[config.mk]
export PLATFORM = sky130hd
export DESIGN_NAME = alu_operand_sequencer_flat
export DESIGN_NICKNAME = d
export VERILOG_FILES = /design/src/rtl/alu_operand_sequencer_if.sv /design/src/rtl/alu_operand_sequencer.sv /design/src/flat_wrapper.sv
export SDC_FILE = /design/constraint.sdc
export NUM_CORES = 1
export LEC_CHECK = 0
export BUFFER_PORTS_ARGS = -buffer_cell sky130_fd_sc_hd__buf_4
export CORE_MARGIN = 10
export CORE_UTILIZATION = 25
export DETAILED_ROUTE_END_ITERATION = 12
export GPL_ROUTABILITY_DRIVEN = 0
export SLEW_MARGIN = 15
export SYNTH_ARGS = -nofsm -noshare
export SYNTH_HDL_FRONTEND = slang
export SYNTH_SLANG_ARGS = --single-unit
[constraint.sdc]
create_clock -name clk_2 -period 1.49 [get_ports clk_2]
set_input_delay 0 -clock clk_2 [delete_from_list [all_inputs] [get_ports clk_2]]
set_output_delay 0 -clock clk_2 [all_outputs]
set_load 0.02 [all_outputs]
[src/rtl/alu_operand_sequencer_if.sv]
// ============================================================================
// alu_operand_sequencer_if : switch inputs and operand outputs of the sequencer
// Rev 1.0
// ============================================================================
`default_nettype none

interface alu_operand_sequencer_if #(
  parameter int NBITS_OP = 3,
  parameter int NBITS_FN = 2
) ();
  logic [NBITS_OP-1:0] swi_data;
  logic                swi_enter;
  logic                swi_clear;
  logic [NBITS_OP-1:0] op_a;
  logic [NBITS_OP-1:0] op_b;
  logic [NBITS_FN-1:0] op_f;
  logic                op_valid;
  logic [1:0]          seq_state;
  logic                enter_pulse;

  modport master (
    input  swi_data, swi_enter, swi_clear,
    output op_a, op_b, op_f, op_valid, seq_state, enter_pulse
  );

  modport slave (
    output swi_data, swi_enter, swi_clear,
    input  op_a, op_b, op_f, op_valid, seq_state, enter_pulse
  );
endinterface

`default_nettype wire

[src/rtl/alu_operand_sequencer.sv]
// ============================================================================
// alu_operand_sequencer : enters A, B, F from shared switches on debounced enter
// Option macro OPSEQ_LIVE_FN_EN: op_f follows the switches while in RUN.
// Rev 1.0
// ============================================================================
`default_nettype none

module alu_operand_sequencer #(
  parameter int DEBOUNCE_CYCLES = 2,
  parameter int NBITS_OP        = 3,
  parameter int NBITS_FN        = 2
) (
  input  wire logic              clk_2,
  input  wire logic              rst_n,
  alu_operand_sequencer_if.master bus
);

  localparam int c_cnt_w = (DEBOUNCE_CYCLES < 2) ? 1 : $clog2(DEBOUNCE_CYCLES + 1);
  localparam logic [c_cnt_w-1:0] c_cnt_last = c_cnt_w'(DEBOUNCE_CYCLES - 1);
  localparam logic [c_cnt_w-1:0] c_cnt_one  = c_cnt_w'(1);

  typedef enum logic [1:0] {
    ST_A   = 2'd0,
    ST_B   = 2'd1,
    ST_F   = 2'd2,
    ST_RUN = 2'd3
  } state_t;

  logic               r_enter_meta, r_enter_sync;
  logic               r_clear_meta, r_clear_sync;
  logic [c_cnt_w-1:0] r_cnt;
  logic               r_deb, r_deb_q;
  logic               w_enter_pulse;

  state_t              r_state, w_state_nxt;
  logic [NBITS_OP-1:0] r_op_a, w_op_a_nxt;
  logic [NBITS_OP-1:0] r_op_b, w_op_b_nxt;
  logic [NBITS_FN-1:0] r_op_f, w_op_f_nxt;
  logic                r_op_valid, w_op_valid_nxt;

  // Synchronisers and enter debouncer; keeps running through clear
  always_ff @(posedge clk_2 or negedge rst_n) begin
    if (!rst_n) begin
      r_enter_meta <= 1'b0;
      r_enter_sync <= 1'b0;
      r_clear_meta <= 1'b0;
      r_clear_sync <= 1'b0;
      r_cnt        <= '0;
      r_deb        <= 1'b0;
      r_deb_q      <= 1'b0;
    end else begin
      r_enter_meta <= bus.swi_enter;
      r_enter_sync <= r_enter_meta;
      r_clear_meta <= bus.swi_clear;
      r_clear_sync <= r_clear_meta;
      r_deb_q      <= r_deb;
      if (r_enter_sync == r_deb) begin
        r_cnt <= '0;
      end else if (r_cnt == c_cnt_last) begin
        r_deb <= r_enter_sync;
        r_cnt <= '0;
      end else begin
        r_cnt <= r_cnt + c_cnt_one;
      end
    end
  end

  assign w_enter_pulse = r_deb & ~r_deb_q;

  always_ff @(posedge clk_2 or negedge rst_n) begin
    if (!rst_n) begin
      r_state    <= ST_A;
      r_op_a     <= '0;
      r_op_b     <= '0;
      r_op_f     <= '0;
      r_op_valid <= 1'b0;
    end else begin
      r_state    <= w_state_nxt;
      r_op_a     <= w_op_a_nxt;
      r_op_b     <= w_op_b_nxt;
      r_op_f     <= w_op_f_nxt;
      r_op_valid <= w_op_valid_nxt;
    end
  end

  always_comb begin
    w_state_nxt    = r_state;
    w_op_a_nxt     = r_op_a;
    w_op_b_nxt     = r_op_b;
    w_op_f_nxt     = r_op_f;
    w_op_valid_nxt = r_op_valid;
    // Clear wins over a coincident enter pulse, which is simply dropped
    if (r_clear_sync) begin
      w_state_nxt    = ST_A;
      w_op_a_nxt     = '0;
      w_op_b_nxt     = '0;
      w_op_f_nxt     = '0;
      w_op_valid_nxt = 1'b0;
    end else begin
`ifdef OPSEQ_LIVE_FN_EN
      if (r_state == ST_RUN) begin
        w_op_f_nxt = bus.swi_data[NBITS_FN-1:0];
      end
`else
`endif
      if (w_enter_pulse) begin
        unique case (r_state)
          ST_A: begin
            w_op_a_nxt  = bus.swi_data;
            w_state_nxt = ST_B;
          end
          ST_B: begin
            w_op_b_nxt  = bus.swi_data;
            w_state_nxt = ST_F;
          end
          ST_F: begin
            w_op_f_nxt     = bus.swi_data[NBITS_FN-1:0];
            w_op_valid_nxt = 1'b1;
            w_state_nxt    = ST_RUN;
          end
          ST_RUN: begin
            w_op_valid_nxt = 1'b0;
            w_state_nxt    = ST_A;
          end
          default: w_state_nxt = ST_A;
        endcase
      end
    end
  end

  assign bus.op_a        = r_op_a;
  assign bus.op_b        = r_op_b;
  assign bus.op_f        = r_op_f;
  assign bus.op_valid    = r_op_valid;
  assign bus.seq_state   = r_state;
  assign bus.enter_pulse = w_enter_pulse;

endmodule

`default_nettype wire
[src/flat_wrapper.sv]
// flat-port wrapper written by rule: the top's interface ports become plain ports
module alu_operand_sequencer_flat 
#(
  parameter int DEBOUNCE_CYCLES = 2,
  parameter int NBITS_OP        = 3,
  parameter int NBITS_FN        = 2
)
  (clk_2, rst_n, bus_swi_data, bus_swi_enter, bus_swi_clear, bus_op_a, bus_op_b, bus_op_f, bus_op_valid, bus_seq_state, bus_enter_pulse);
  alu_operand_sequencer_if #(.NBITS_OP(NBITS_OP), .NBITS_FN(NBITS_FN)) bus_i ();
  input  wire logic clk_2;
  input  wire logic rst_n;
  input wire logic [$bits(bus_i.swi_data)-1:0] bus_swi_data;
  input wire logic [$bits(bus_i.swi_enter)-1:0] bus_swi_enter;
  input wire logic [$bits(bus_i.swi_clear)-1:0] bus_swi_clear;
  output wire logic [$bits(bus_i.op_a)-1:0] bus_op_a;
  output wire logic [$bits(bus_i.op_b)-1:0] bus_op_b;
  output wire logic [$bits(bus_i.op_f)-1:0] bus_op_f;
  output wire logic [$bits(bus_i.op_valid)-1:0] bus_op_valid;
  output wire logic [$bits(bus_i.seq_state)-1:0] bus_seq_state;
  output wire logic [$bits(bus_i.enter_pulse)-1:0] bus_enter_pulse;
  assign bus_i.swi_data = bus_swi_data;
  assign bus_i.swi_enter = bus_swi_enter;
  assign bus_i.swi_clear = bus_swi_clear;
  assign bus_op_a = bus_i.op_a;
  assign bus_op_b = bus_i.op_b;
  assign bus_op_f = bus_i.op_f;
  assign bus_op_valid = bus_i.op_valid;
  assign bus_seq_state = bus_i.seq_state;
  assign bus_enter_pulse = bus_i.enter_pulse;
  alu_operand_sequencer #(.DEBOUNCE_CYCLES(DEBOUNCE_CYCLES), .NBITS_OP(NBITS_OP), .NBITS_FN(NBITS_FN)) u_core (.clk_2(clk_2), .rst_n(rst_n), .bus(bus_i));
endmodule
## After elaboration in Yosys (flattened, before gate mapping)

Index checks and enable logic that the tools add are counted.

- Bits in registers: 19
- Input port bits: 7
- Output and inout port bits: 12
- Logic and storage cells: 49

- Add/subtract/negate cells: 1
- Equal/unequal tests: 5
- Multiplexer cells: 17
- Bitwise operators: 3
- Reduce and logical (&&, ||, !) cells: 11

Operator list:

| kind | count |
|---|---|
| $mux W3 | 6 |
| $mux W2 | 7 |
| $reduce_and A2 Y1 | 5 |
| $pmux W2 S4 | 1 |
| $reduce_bool A2 Y1 | 4 |
| $eq A2 B1 Y1 const B | 2 |
| $eq A2 B2 Y1 const B | 2 |
| $reduce_bool A3 Y1 | 1 |
| $add A2 B1 Y2 const B | 1 |
| $logic_not A2 Y1 | 1 |
| $mux W1 | 2 |
| $not A1 Y1 | 2 |
| $pmux W1 S2 | 1 |
| $and A1 B1 Y1 | 1 |
| $eq A1 B1 Y1 | 1 |

## Longest topological paths before layout

Gate-level depths: netlist of the first run.

- Word-level depth: 4
- Mapped depth: 5

## Worst setup path after synthesis of the first run

No wires, ideal clock.

- Path type: reg2reg
- Start: reg u_core.r_state[0] (netlist: u_core.bus.seq_state[0])
- End: reg u_core.r_op_valid (netlist: u_core.bus.op_valid)
- Library setup time: 0.104 ns
- Arrival: 1.135 ns
- Required time: 1.386 ns
- Path slack: 0.251 ns
- Cell stages (with the launch flop): 5
- Period minus slack after synthesis: 1.239 ns
- Cells stage by stage: dfrtp_1 > inv_1 > ha_1 > nand3b_1 > a221oi_1

- Word-level cells in the longest chain between the ends: 4
- Elaborated cells on any way between the ends: 7
- Those cells by class: 2 x eq/ne; 3 x mux; 2 x reduce/logical

Ends and longest elaborated chain:

| what | RTL line | RTL |
|---|---|---|
| start, declared | alu_operand_sequencer.sv:35 | `state_t r_state, w_state_nxt;` |
| start signal, assigned | alu_operand_sequencer.sv:78 | `r_state <= w_state_nxt;` |
| $eq A2 B2 Y1 | alu_operand_sequencer.sv:107 | `unique case (r_state)` |
| $pmux W1 S2 | alu_operand_sequencer.sv:107 |  |
| $mux W1 | alu_operand_sequencer.sv:106 | `if (w_enter_pulse) begin` |
| $mux W1 | alu_operand_sequencer.sv:93 | `if (r_clear_sync) begin` |
| end signal, assigned | alu_operand_sequencer.sv:82 | `r_op_valid <= w_op_valid_nxt;` |
| end, declared | alu_operand_sequencer.sv:39 | `logic r_op_valid, w_op_valid_nxt;` |

Parallel ways exist; a longest one is shown, timed or not. The select of a mux whose other input is x is not followed.
A chain may end at the register's enable or synchronous reset.

## Worst setup path after layout of the first run

Same ends and word-level chain as after synthesis.

==> results of run 1 <==
[routing by layer]
metal,up-vias,GRT usage
met5,-,0
met4,0,0.0227
met3,2,0.0307
met2,14,0.0978
met1,274,0.0677
li1,279,-
[state kept, by name (all words and copies together), names as in the netlist]
name                  cells
u_core.r_deb_q            1
u_core.r_clear_sync       1
u_core.r_cnt              2
u_core.r_deb              1
u_core.bus.seq_state      2
u_core.bus.op_a           3
u_core.r_clear_meta       1
u_core.bus.op_b           3
u_core.r_enter_meta       1
u_core.bus.op_valid       1
u_core.r_enter_sync       1
u_core.bus.op_f           2
[power by group through the flow]
stage / Clock (uW) / Sequential [uW] / Combinational [uW]
floorplan: 0 / 750 / 353
global placement: 0 / 707 / 547
detailed placement: 0 / 714 / 554
CTS: 273 / 704 / 568
global route: 302 / 721 / 621
finish: 260 / 700 / 557
[through the flow]
| stage | utilization | setup WS (ns) | power, uW |
|---|---|---|---|
| after floorplan | - | 0.251 | 1100 |
| after global placement | 0.316 | 0.324 | 1250 |
| after detailed placement | 0.316 | 0.230 | 1270 |
| after CTS | 0.345 | 0.205 | 1540 |
| after global routing | 0.345 | 0.0384 | 1640 |
| final | 0.345 | 0.215 | 1520 |
[how the worst max path moves through the flow]
| stage | startpoint | endpoint | slack [ns] | cells after the start |
|---|---|---|---|---|
| 2_1_floorplan | u_core.bus.seq_state[0] | u_core.bus.op_valid | 0.25 | 4 |
| 3_3_place_gp | u_core.bus.seq_state[0] | u_core.bus.op_valid | 0.32 | 4 |
| 3_5_place_dp | u_core.bus.seq_state[0] | u_core.bus.op_valid | 0.23 | 4 |
| 4_1_cts | u_core.bus.seq_state[0] | u_core.bus.op_valid | 0.20 | 4 |
| 5_1_grt | u_core.bus.seq_state[0] | u_core.bus.op_valid | 0.04 | 4 |
| 6_report | u_core.bus.seq_state[0] | u_core.bus.op_valid | 0.22 | 4 |
[synthesized netlist by cell type]
master	instances
clkbuf_1	1
mux2_2	1
ha_1	5
a221oi_1	1
nor2b_1	1
mux2i_1	1
nand3_1	8
nand2_1	8
a21oi_1	8
and2b_4	1
nor2_1	4
a211oi_1	1
and2_1	1
dfrtp_1	19
inv_1	3
buf_8	1
nand3b_1	3
xnor2_1	1
[what timing repair did]
action / 4_1_cts / 5_1_grt
gates resized for setup: 0 / 0
setup buffers: 0 / 0
hold endpoints to repair: 29 / 0
hold buffers: 6 / 0
[cells by family (layout without fill, tap and decap cells)]
kind of cell,count (synthesis),after routing
mux,2,2
buf+inv,5,31
flops,19,19
xor+xnor,1,1
simple gates,26,26
compound gates,10,10
fa+ha+maj,5,5
[final cells by class]
cell class	instances	area, um2	area share
clock buffers	3	22.5	0.0216
repair buffers	24	195	0.187
well taps	44	55.1	0.0528
multi-input cells	44	279	0.267
inverters	3	11.3	0.0108
clock inverters	1	5.00	0.00480
flip-flops and latches	19	475	0.456
[critical path, cell delays in order (launching register included)]
cell and delay (ns):
dfrtp_1 0.44, inv_1 0.12, ha_1 0.22, nand3b_1 0.14, a221oi_1 0.25
==> reports/qor.txt, run 1 <==
CTS tree -> done
Slew margin rel. -> 0.760
Switching part of the total -> 0.367
I/O pin cnt -> 19
Dpl hpwl -> 1.22 mm
Net Switching -> 556 uW
Yosys reg bits -> 19
Post-Syn Instances -> 68
Core region area -> 3030 um2
Clk_skew -> 0.00449 ns
All-Layer GR Usage -> 0.0611
Final ANT Viol Nets -> 0
P_int -> 960 uW
Initial antenna violation count -> 0
First-pass GRT wire length -> 2.93 mm
Worst hold path class -> input pin to async pin
Final Non-Filler Cells -> 138
Critical Path Sink Type -> register
CTS Buffer Depth -> 2
Post-synth top area share -> 0.606
Final Cycle Share -> 0.856
Area contributors post-synth -> dfrtp_1, ha_1, a21oi_1
Final Hold Viols -> 0
Fin. max-slew vios -> 0
Vias -> 569
Routed WL per cell -> 11.7 um
Tmin final -> 1.27 ns
P per Cell Area -> 1450 nW/um2
Commonest non-fill, non-tap cell in the layout -> dfrtp_1
Setup tns final -> 0 ns
Outcome -> finished, final reports clean
Final Hold Slack -> 0.0966 ns
FMAX -> 0.784 GHz
Worst Path Required -> 1.70 ns
Starting density of the core -> 0.259
# H-tree levels -> 1
DR DRC count -> 0
WL met1 -> 720 um
Final setup violation count -> 0
Reg2Reg Depth -> 4
Reg power frac -> 0.462
Total congestion overflow -> 0
Peak VDD IR -> 0.620 mV
Sink Count -> 19
R2r startpoint -> u_core.bus.seq_state[0]
Top Layer Used -> met4
Compound-Gate Fraction of Synth Area -> 0.0718
CTS root buffer -> clkbuf_4
Mux cell area share after synthesis -> 0.0271
Initial DRT Pass Iterations -> 4
Setup Crit Path Kind -> register to register
Seq/Total Area, Yosys -> 0.606
Layout cell share with drive strength beyond 1 -> 0.255
Die extent in x -> 76.0 um
CP Max Fanout -> 5
Synth Area in Adders -> 0.0797
Distinct cells, synth -> 18
Iter 0 DRT Violations -> 27
Comb power frac -> 0.367
# Max-Cap Violations -> 0
Synth Net Count -> 80
Tightest Pin Transition -> 0.360 ns
Total length of routed met3 wires -> 86 um
Worst R2R Setup Slack -> 0.22 ns
Mapped cell area -> 785 um2
Largest net degree at the start of global routing -> 20
Total CTS buffers -> 3
Layout overhead on the synthesized area -> 33.0%
Clock group share of total power -> 0.171
RR Endpoint -> u_core.bus.op_valid
Antenna diode count -> 0
Vias per cell -> 4.12
Most frequent cells in the layout -> dfrtp_1, buf_4, nand3_1, nand2_1, a21oi_1
Leakage -> 0.000479 uW
Rows -> 20
Average cell area after synthesis -> 11.5 um2
Worst-path clk slew -> 0.11 ns
Cell taking the most area after synthesis -> dfrtp_1
Synth Area in XOR/XNOR -> 0.0112
Filler cells -> 314
Finished Cell Area -> 1040 um2
Die ar. -> 5780 um2
Port bufs -> 18
Layout Nets -> 107
WL final -> 1.61 mm
Met2 wire len -> 791 um
RSZ-0062 raised after global routing -> false
Die Height -> 76.0 um
Synth Area in Simple Gates -> 0.166
Synth warn -> 0
Dpl cells -> 128
Critical path arrival -> 1.48 ns
Largest family of logic cells by synthesized area -> simple AND/OR/NAND/NOR gates
Clk_lat worst skew -> 0.30 ns
DP Area -> 956 um2
Vias in the first global route -> 648
Startpoint Class -> register
Note: power is estimated with default switching activity, not from simulation.
==> run 2, diff against run 1 <==
--- a/config.mk
+++ b/config.mk
@@ -5,9 +5,11 @@
 export SDC_FILE = /design/constraint.sdc
 export NUM_CORES = 1
 export LEC_CHECK = 0
+export ABC_AREA = 1
 export BUFFER_PORTS_ARGS = -buffer_cell sky130_fd_sc_hd__buf_4
 export CORE_MARGIN = 10
 export CORE_UTILIZATION = 25
+export CTS_CLUSTER_SIZE = 20
 export DETAILED_ROUTE_END_ITERATION = 12
 export GPL_ROUTABILITY_DRIVEN = 0
 export SLEW_MARGIN = 15
==> run 2 against run 1 <==
- combinational power fell by 11%
- critical path depth is 2 higher
- synthesized area rose by 5.3%
- power down 4.2%
- highest routed layer unchanged
- die area grew 3.9%
- clock skew rose by 0.0029 ns
- largest power group unchanged
==> reports/qor.txt, run 2 <==
Sink Count -> 19 (unchanged)
Peak VDD IR -> 0.622 mV (+0.33%)
Synth Net Count -> 105 (+31%)
Comb power frac -> 0.339 (-0.028)
Synth Area in Adders -> 0.0758 (-0.00399)
Core region area -> 3100 um2 (+2.5%)
Vias per cell -> 4.03 (-2.2%)
Filler cells -> 335 (+6.7%)
RSZ-0062 raised after global routing -> false
Worst-path clk slew -> 0.11 ns (about the same)
Area contributors post-synth -> dfrtp_1, nand2_1, nand3_1
Die extent in x -> 77.5 um (+1.9%)
Outcome -> finished, final reports clean
Total congestion overflow -> 0 (unchanged)
Cell taking the most area after synthesis -> dfrtp_1
Startpoint Class -> register
Dpl hpwl -> 1.34 mm (+9.9%)
Total CTS buffers -> 3 (unchanged)
Worst Hold Depth -> 5
Switching part of the total -> 0.382 (+0.0149)
Slew margin rel. -> 0.755 (-0.00483)
Worst Path Required -> 1.69 ns (about the same)
Synth warn -> 0 (unchanged)
Reg2Reg Depth -> 6 (+2)
Layout overhead on the synthesized area -> 29.2%
CTS Buffer Depth -> 2 (unchanged)
Setup Fix Bufs, Post-CTS -> 0 (unchanged)
Initial DRT Pass Iterations -> 4 (unchanged)
Layout Nets -> 130 (+21%)
DR DRC count -> 0 (unchanged)
All-Layer GR Usage -> 0.0609 (-0.000214)
WL final -> 1.73 mm (+7.8%)
Routed WL per cell -> 10.8 um (-7.6%)
Setup tns final -> 0 ns (unchanged)
Mapped cell area -> 826 um2 (+5.3%)
Final ANT Viol Nets -> 0 (unchanged)
P_int -> 899 uW (-6.4%)
Antenna diode count -> 0 (unchanged)
Mux cell area share after synthesis -> 0 (-0.0271)
Tmin final -> 1.23 ns (-0.0436 ns)
Vias -> 649 (+14%)
Seq/Total Area, Yosys -> 0.576 (-0.0303)
Post-synth EDFFs -> 0 (unchanged)
Synth Flop Type -> dfrtp_1
Final setup violation count -> 0 (unchanged)
Die ar. -> 6000 um2 (+3.9%)
Fin. max-slew vios -> 0 (unchanged)
CTS root buffer -> clkbuf_4
Most common cell in the netlist -> nand2_1
Layout cell share with drive strength beyond 1 -> 0.188 (-0.0673)
Tightest Pin Transition -> 0.367 ns (+0.00684 ns)
Asr flop ratio synth -> 1.00 (unchanged)
Leakage -> 0.000611 uW (+28%)
Post-Syn Instances -> 93 (+37%)
I/O pin cnt -> 19 (unchanged)
Port bufs -> 18 (unchanged)
Clk_lat worst skew -> 0.30 ns (about the same)
Compound-Gate Fraction of Synth Area -> 0.00606 (-0.0657)
Average cell area after synthesis -> 8.88 um2 (-23%)
Final Cycle Share -> 0.826 (-0.0292)
Reg power frac -> 0.483 (+0.021)
Yosys reg bits -> 19 (unchanged)
Distinct cells, synth -> 10 (-8)
Synth Area in XOR/XNOR -> 0 (-0.0112)
CTS tree -> done
Most frequent cells in the layout -> nand2_1, dfrtp_1, buf_4, inv_1, nand3_1
Critical path arrival -> 1.43 ns (-0.05 ns)
Initial antenna violation count -> 0 (unchanged)
Worst hold path class -> input pin to register
Commonest non-fill, non-tap cell in the layout -> nand2_1
DP Area -> 1010 um2 (+5.8%)
# H-tree levels -> 1 (unchanged)
Vias in the first global route -> 675 (+4.2%)
Critical Path Sink Type -> register
# Max-Cap Violations -> 0 (unchanged)
Setup Crit Path Kind -> register to register
Final Hold Viols -> 0 (unchanged)
Synth Area in Simple Gates -> 0.264 (+0.0978)
Finished Cell Area -> 1070 um2 (+2.3%)
Most frequent cells after synthesis -> nand2_1, dfrtp_1, inv_1
Clk_skew -> 0.00741 ns (+0.00292 ns)
Post-synth top area share -> 0.576 (-0.0303)
First-pass GRT wire length -> 3.01 mm (+2.6%)
Iter 0 DRT Violations -> 31 (+15%)
Starting density of the core -> 0.266 (+0.00704)
FMAX -> 0.812 GHz (+3.5%)
Largest net degree at the start of global routing -> 20 (unchanged)
Die Height -> 77.5 um (+1.9%)
Clock group share of total power -> 0.178 (+0.007)
CP Max Fanout -> 5 (unchanged)
P per Cell Area -> 1360 nW/um2 (-6.3%)
Largest family of logic cells by synthesized area -> simple AND/OR/NAND/NOR gates
Rows -> 20 (unchanged)
Net Switching -> 555 uW (-0.29%)
==> run 2: cell types whose count changed in the layout (fill, tap and decap cells not counted), moves of 3 or more <==
cell	before	now
nand2_1	8	27
dlygate4sd3_1	6	3
nor2_1	4	8
inv_1	3	16
nand3_1	8	14
a21oi_1	8	0
nand3b_1	3	0
==> run 2: worst paths after layout <==
| check | start | endpoint | slack (ns) |
|---|---|---|---|
| worst max-delay path | u_core.bus.seq_state[0] | u_core.bus.op_a[1] | 0.26 |
| worst min-delay path | bus_swi_data[2] | u_core.bus.op_a[2] | 0.01 |
| worst max register to register | u_core.bus.seq_state[0] | u_core.bus.op_a[1] | 0.26 |
| worst min register to register | u_core.r_enter_meta | u_core.r_enter_sync | 0.36 |
| max in group asynchronous | rst_n | u_core.r_clear_meta | 1.20 |
| min in group asynchronous | rst_n | u_core.bus.seq_state[1] | 0.09 |
==> run 2: cell type report <==
cell class / instances / area, um2 / area share
multi-input combinational: 57 / 285 / 0.267
timing repair buffer: 21 / 165 / 0.155
sequential: 19 / 475 / 0.445
inverter: 16 / 60.1 / 0.0563
tap: 44 / 55.1 / 0.0516
clock buffer: 4 / 26.3 / 0.0246
==> run 2: stage by stage <==
stage	setup WS (ns)	hold slack [ns]	std cells	util	power [uW]
3_3_place_gp	0.341	-0.115	154	0.326	1190
2_1_floorplan	0.282	-0.296	93	-	1010
4_1_cts	0.253	0.00816	161	0.344	1480
3_5_place_dp	0.287	-0.111	154	0.326	1210
6_report	0.259	0.0134	161	0.344	1450
5_1_grt	0.140	0.0291	161	0.344	1580
==> run 2: timing repair <==
item	CTS	global route
gates resized for setup	0	0
hold endpoints to repair	21	0
hold buffers	3	0
==> run 2: cells by family (layout without fill, tap and decap cells) <==
group	Yosys count	in the layout
adder cells (fa/ha/maj)	5	5
AO/OA/AOI/OAI	1	1
AND/OR/NAND/NOR	51	51
flip-flops	19	19
buffers and inverters	17	41
==> run 2: power by group through the flow <==
| stage | clock network [uW] | registers, uW | logic (uW) |
|---|---|---|---|
| after floorplan | 0 | 751 | 255 |
| after global placement | 0 | 710 | 478 |
| after detailed placement | 0 | 713 | 494 |
| after CTS | 273 | 703 | 503 |
| after global routing | 297 | 720 | 560 |
| final | 259 | 702 | 493 |
==> run 2: critical path, stage by stage, from the launching register on <==
cell,delay (ns)
dfrtp_1,0.44
inv_1,0.11
ha_1,0.21
nand3_1,0.16
inv_1,0.10
nand2_1,0.07
nand2_1,0.05
==> run 2: metal layers <==
layer | track usage | part of all wire | vias up
li1 | - | - | 329
met1 | 0.0664 | 0.42 | 297
met2 | 0.0978 | 0.49 | 19
met3 | 0.0334 | 0.077 | 4
met4 | 0.0219 | 0.012 | 0
met5 | 0 | 0 | -
==> run 3, diff against run 2 <==
==> constraint.sdc (replaced) <==
create_clock -name clk_2 -period 1 [get_ports clk_2]
set_input_delay 0 -clock clk_2 [delete_from_list [all_inputs] [get_ports clk_2]]
set_output_delay 0 -clock clk_2 [all_outputs]
set_load 0.02 [all_outputs]
==> run 3 against run 2 <==
- the run now ends with negative setup slack left
- die area stayed put
- combinational power is 140% higher
- register-to-register slack worse by 0.35 ns
- power is 80% higher
- first-iteration DRC count is 35% lower
- critical endpoint is now u_core.bus.op_a[2]
==> reports/qor.txt, run 3 (synthesis results as in run 2) <==
Outcome -> finished, violations left
Failing checks -> negative setup slack
Routed WL per cell -> 10.9 um (+1.2%)
R2r startpoint -> u_core.bus.seq_state[1]
FMAX -> 0.913 GHz (+12%)
P per Cell Area -> 2140 nW/um2 (+57%)
Worst hold path class -> input pin to register
Largest net degree at the start of global routing -> 20 (unchanged)
Switching part of the total -> 0.396 (+0.0143)
Initial antenna violation count -> 0 (unchanged)
Vias in the first global route -> 664 (-1.6%)
Starting density of the core -> 0.266 (unchanged)
Critical Path Sink Type -> register
Fin. max-slew vios -> 0 (unchanged)
Family with the most delay on the worst path -> flip-flops
CP Max Fanout -> 4 (-1)
All-Layer GR Usage -> 0.0626 (+0.00168)
Iter 0 DRT Violations -> 20 (-35%)
Comb power frac -> 0.452 (+0.113)
Finished Cell Area -> 1220 um2 (+14%)
Reg2Reg Depth -> 5 (-1)
Vias per cell -> 4.14 (+2.7%)
Ordered cell list for the critical path -> inv_4, ha_4, nand3_4, nand3_1, nand2_1
Dpl hpwl -> 1.34 mm (about the same)
Worst-path clk slew -> 0.11 ns (about the same)
Layout Nets -> 135 (+3.8%)
Worst Path Buf+Inv -> 1 (-1)
Final worst setup slack -> -0.0957 ns (-0.354 ns)
Die ar. -> 6000 um2 (unchanged)
Final Core Density -> 0.393 (+0.0492)
Rows -> 20 (unchanged)
Total CTS buffers -> 3 (unchanged)
Min-delay src -> bus_swi_data[2]
Total congestion overflow -> 0 (unchanged)
Slew margin rel. -> 0.746 (-0.00937)
Clock group share of total power -> 0.151 (-0.027)
Port bufs -> 18 (unchanged)
RR Endpoint -> u_core.bus.op_a[2]
Worst Path Required -> 1.20 ns (-0.49 ns)
Clk_lat worst skew -> 0.30 ns (about the same)
Final ANT Viol Nets -> 0 (unchanged)
CTS root buffer -> clkbuf_4
Worst Hold Endpoint -> u_core.bus.op_b[2]
RSZ-0062 raised after global routing -> true
Net Switching -> 1030 uW (+86%)
Worst R2R Setup Slack -> -0.1 ns (-0.35 ns)
DP Area -> 1060 um2 (+5.0%)
Worst Hold Depth -> 5 (unchanged)
Filler cells -> 328 (-2.1%)
# Max-Cap Violations -> 0 (unchanged)
Peak VDD IR -> 0.842 mV (+35%)
Core region area -> 3100 um2 (unchanged)
Antenna diode count -> 0 (unchanged)
Final Cycle Share -> 1.10 (+0.269)
Final Hold Viols -> 0 (unchanged)
CTS tree -> done
P_int -> 1580 uW (+76%)
Layout cell share with drive strength beyond 1 -> 0.361 (+0.173)
Most frequent cells in the layout -> nand2_1, buf_4, dfrtp_1, inv_1, nand3_1
Clk_skew -> 0.00112 ns (-0.00629 ns)
Power Total -> 2610 uW (+80%)
Reg power frac -> 0.398 (-0.085)
CTS Buffer Depth -> 2 (unchanged)
Commonest non-fill, non-tap cell in the layout -> nand2_1
First-pass GRT wire length -> 3.11 mm (+3.2%)
Layout overhead on the synthesized area -> 47.7%
DR DRC count -> 0 (unchanged)
Leakage -> 0.000639 uW (+4.5%)
Vias -> 687 (+5.9%)
# H-tree levels -> 1 (unchanged)
Pre-CTS setup slack -> -0.0633 ns (-0.350 ns)
Sink Count -> 19 (unchanged)
Final Hold Slack -> 0.0176 ns (+0.00426 ns)
Initial DRT Pass Iterations -> 4 (unchanged)
I/O pin cnt -> 19 (unchanged)
Max incr delay on CP -> 0.48 ns (+0.04 ns)
Die Height -> 77.5 um (unchanged)
Tmin final -> 1.10 ns (-0.136 ns)
Tightest Pin Transition -> 0.381 ns (+0.0140 ns)
Slowest-stage cell, CP -> dfrtp_2
Startpoint Class -> register
Critical path arrival -> 1.30 ns (-0.13 ns)
Final setup violation count -> 14 (+14)
WL final -> 1.81 mm (+4.4%)
Die extent in x -> 77.5 um (unchanged)
Setup Crit Path Kind -> register to register
-- run 3: cell count changes in the layout (fill, tap and decap cells not counted), moves of 3 or more --
cell and change:
buf_6 +4, ha_1 -3, ha_4 +3, inv_1 -5, inv_4 +3, nand3_1 -5, nand3_4 +3
-- run 3: worst max-delay path by stage --
stage | depth (start not counted) | endpoint | start | slack (ns)
floorplan | 6 | u_core.bus.op_a[0] | u_core.bus.seq_state[0] | -0.05
global placement | 6 | u_core.bus.op_a[2] | u_core.bus.seq_state[1] | -0.04
detailed placement | 6 | u_core.bus.op_f[1] | u_core.bus.seq_state[0] | -0.06
CTS | 2 | bus_seq_state[1] | u_core.bus.seq_state[1] | -0.08
global route | 6 | u_core.bus.op_b[2] | u_core.bus.seq_state[1] | -0.15
finish | 5 | u_core.bus.op_a[2] | u_core.bus.seq_state[1] | -0.1
-- run 3: routing by layer --
metal	routed length [um]	vias up	part of all wire	GRT usage
met2	887	16	0.49	0.0962
li1	-	342	-	-
met4	19	0	0.010	0.0182
met3	106	4	0.059	0.0288
met1	796	325	0.44	0.0765
met5	0	-	0	0
-- run 3: through the flow --
stage	cells	TNS (ns)
6_report	166	-1.01
5_1_grt	166	-1.80
4_1_cts	166	-0.849
3_5_place_dp	158	-0.496
3_3_place_gp	158	-0.225
2_1_floorplan	93	-0.434
-- run 3: layout make-up --
| cell class | count | area, um2 | share of cell area |
|---|---|---|---|
| clock buffer | 4 | 26.3 | 0.0215 |
| inverter | 16 | 67.6 | 0.0554 |
| multi-input combinational | 57 | 375 | 0.308 |
| sequential | 19 | 478 | 0.392 |
| tap | 44 | 55.1 | 0.0451 |
| timing repair buffer | 26 | 218 | 0.178 |
-- run 3: tightest hold or removal path, cell delays in order --
cell and delay (ns):
buf_4 0.11, inv_1 0.04, nor2_1 0.04, nand2_1 0.06
nand2_1 0.04
-- run 3: repair_timing --
item                                    in CTS  in global routing
hold endpoints to repair                    21                  0
hold buffers                                 3                  0
buffers inserted                             1                  0
endpoints found under the setup margin      13                 14
pin swaps                                    6                  6
resized for setup                           17                  4
-- run 3: power groups by stage --
stage	clock network [uW]	logic [uW]	registers [uW]
global placement	0	906	1020
CTS	404	1160	1040
finish	394	1180	1040
floorplan	0	415	1140
detailed placement	0	914	1030
global route	444	1270	1060
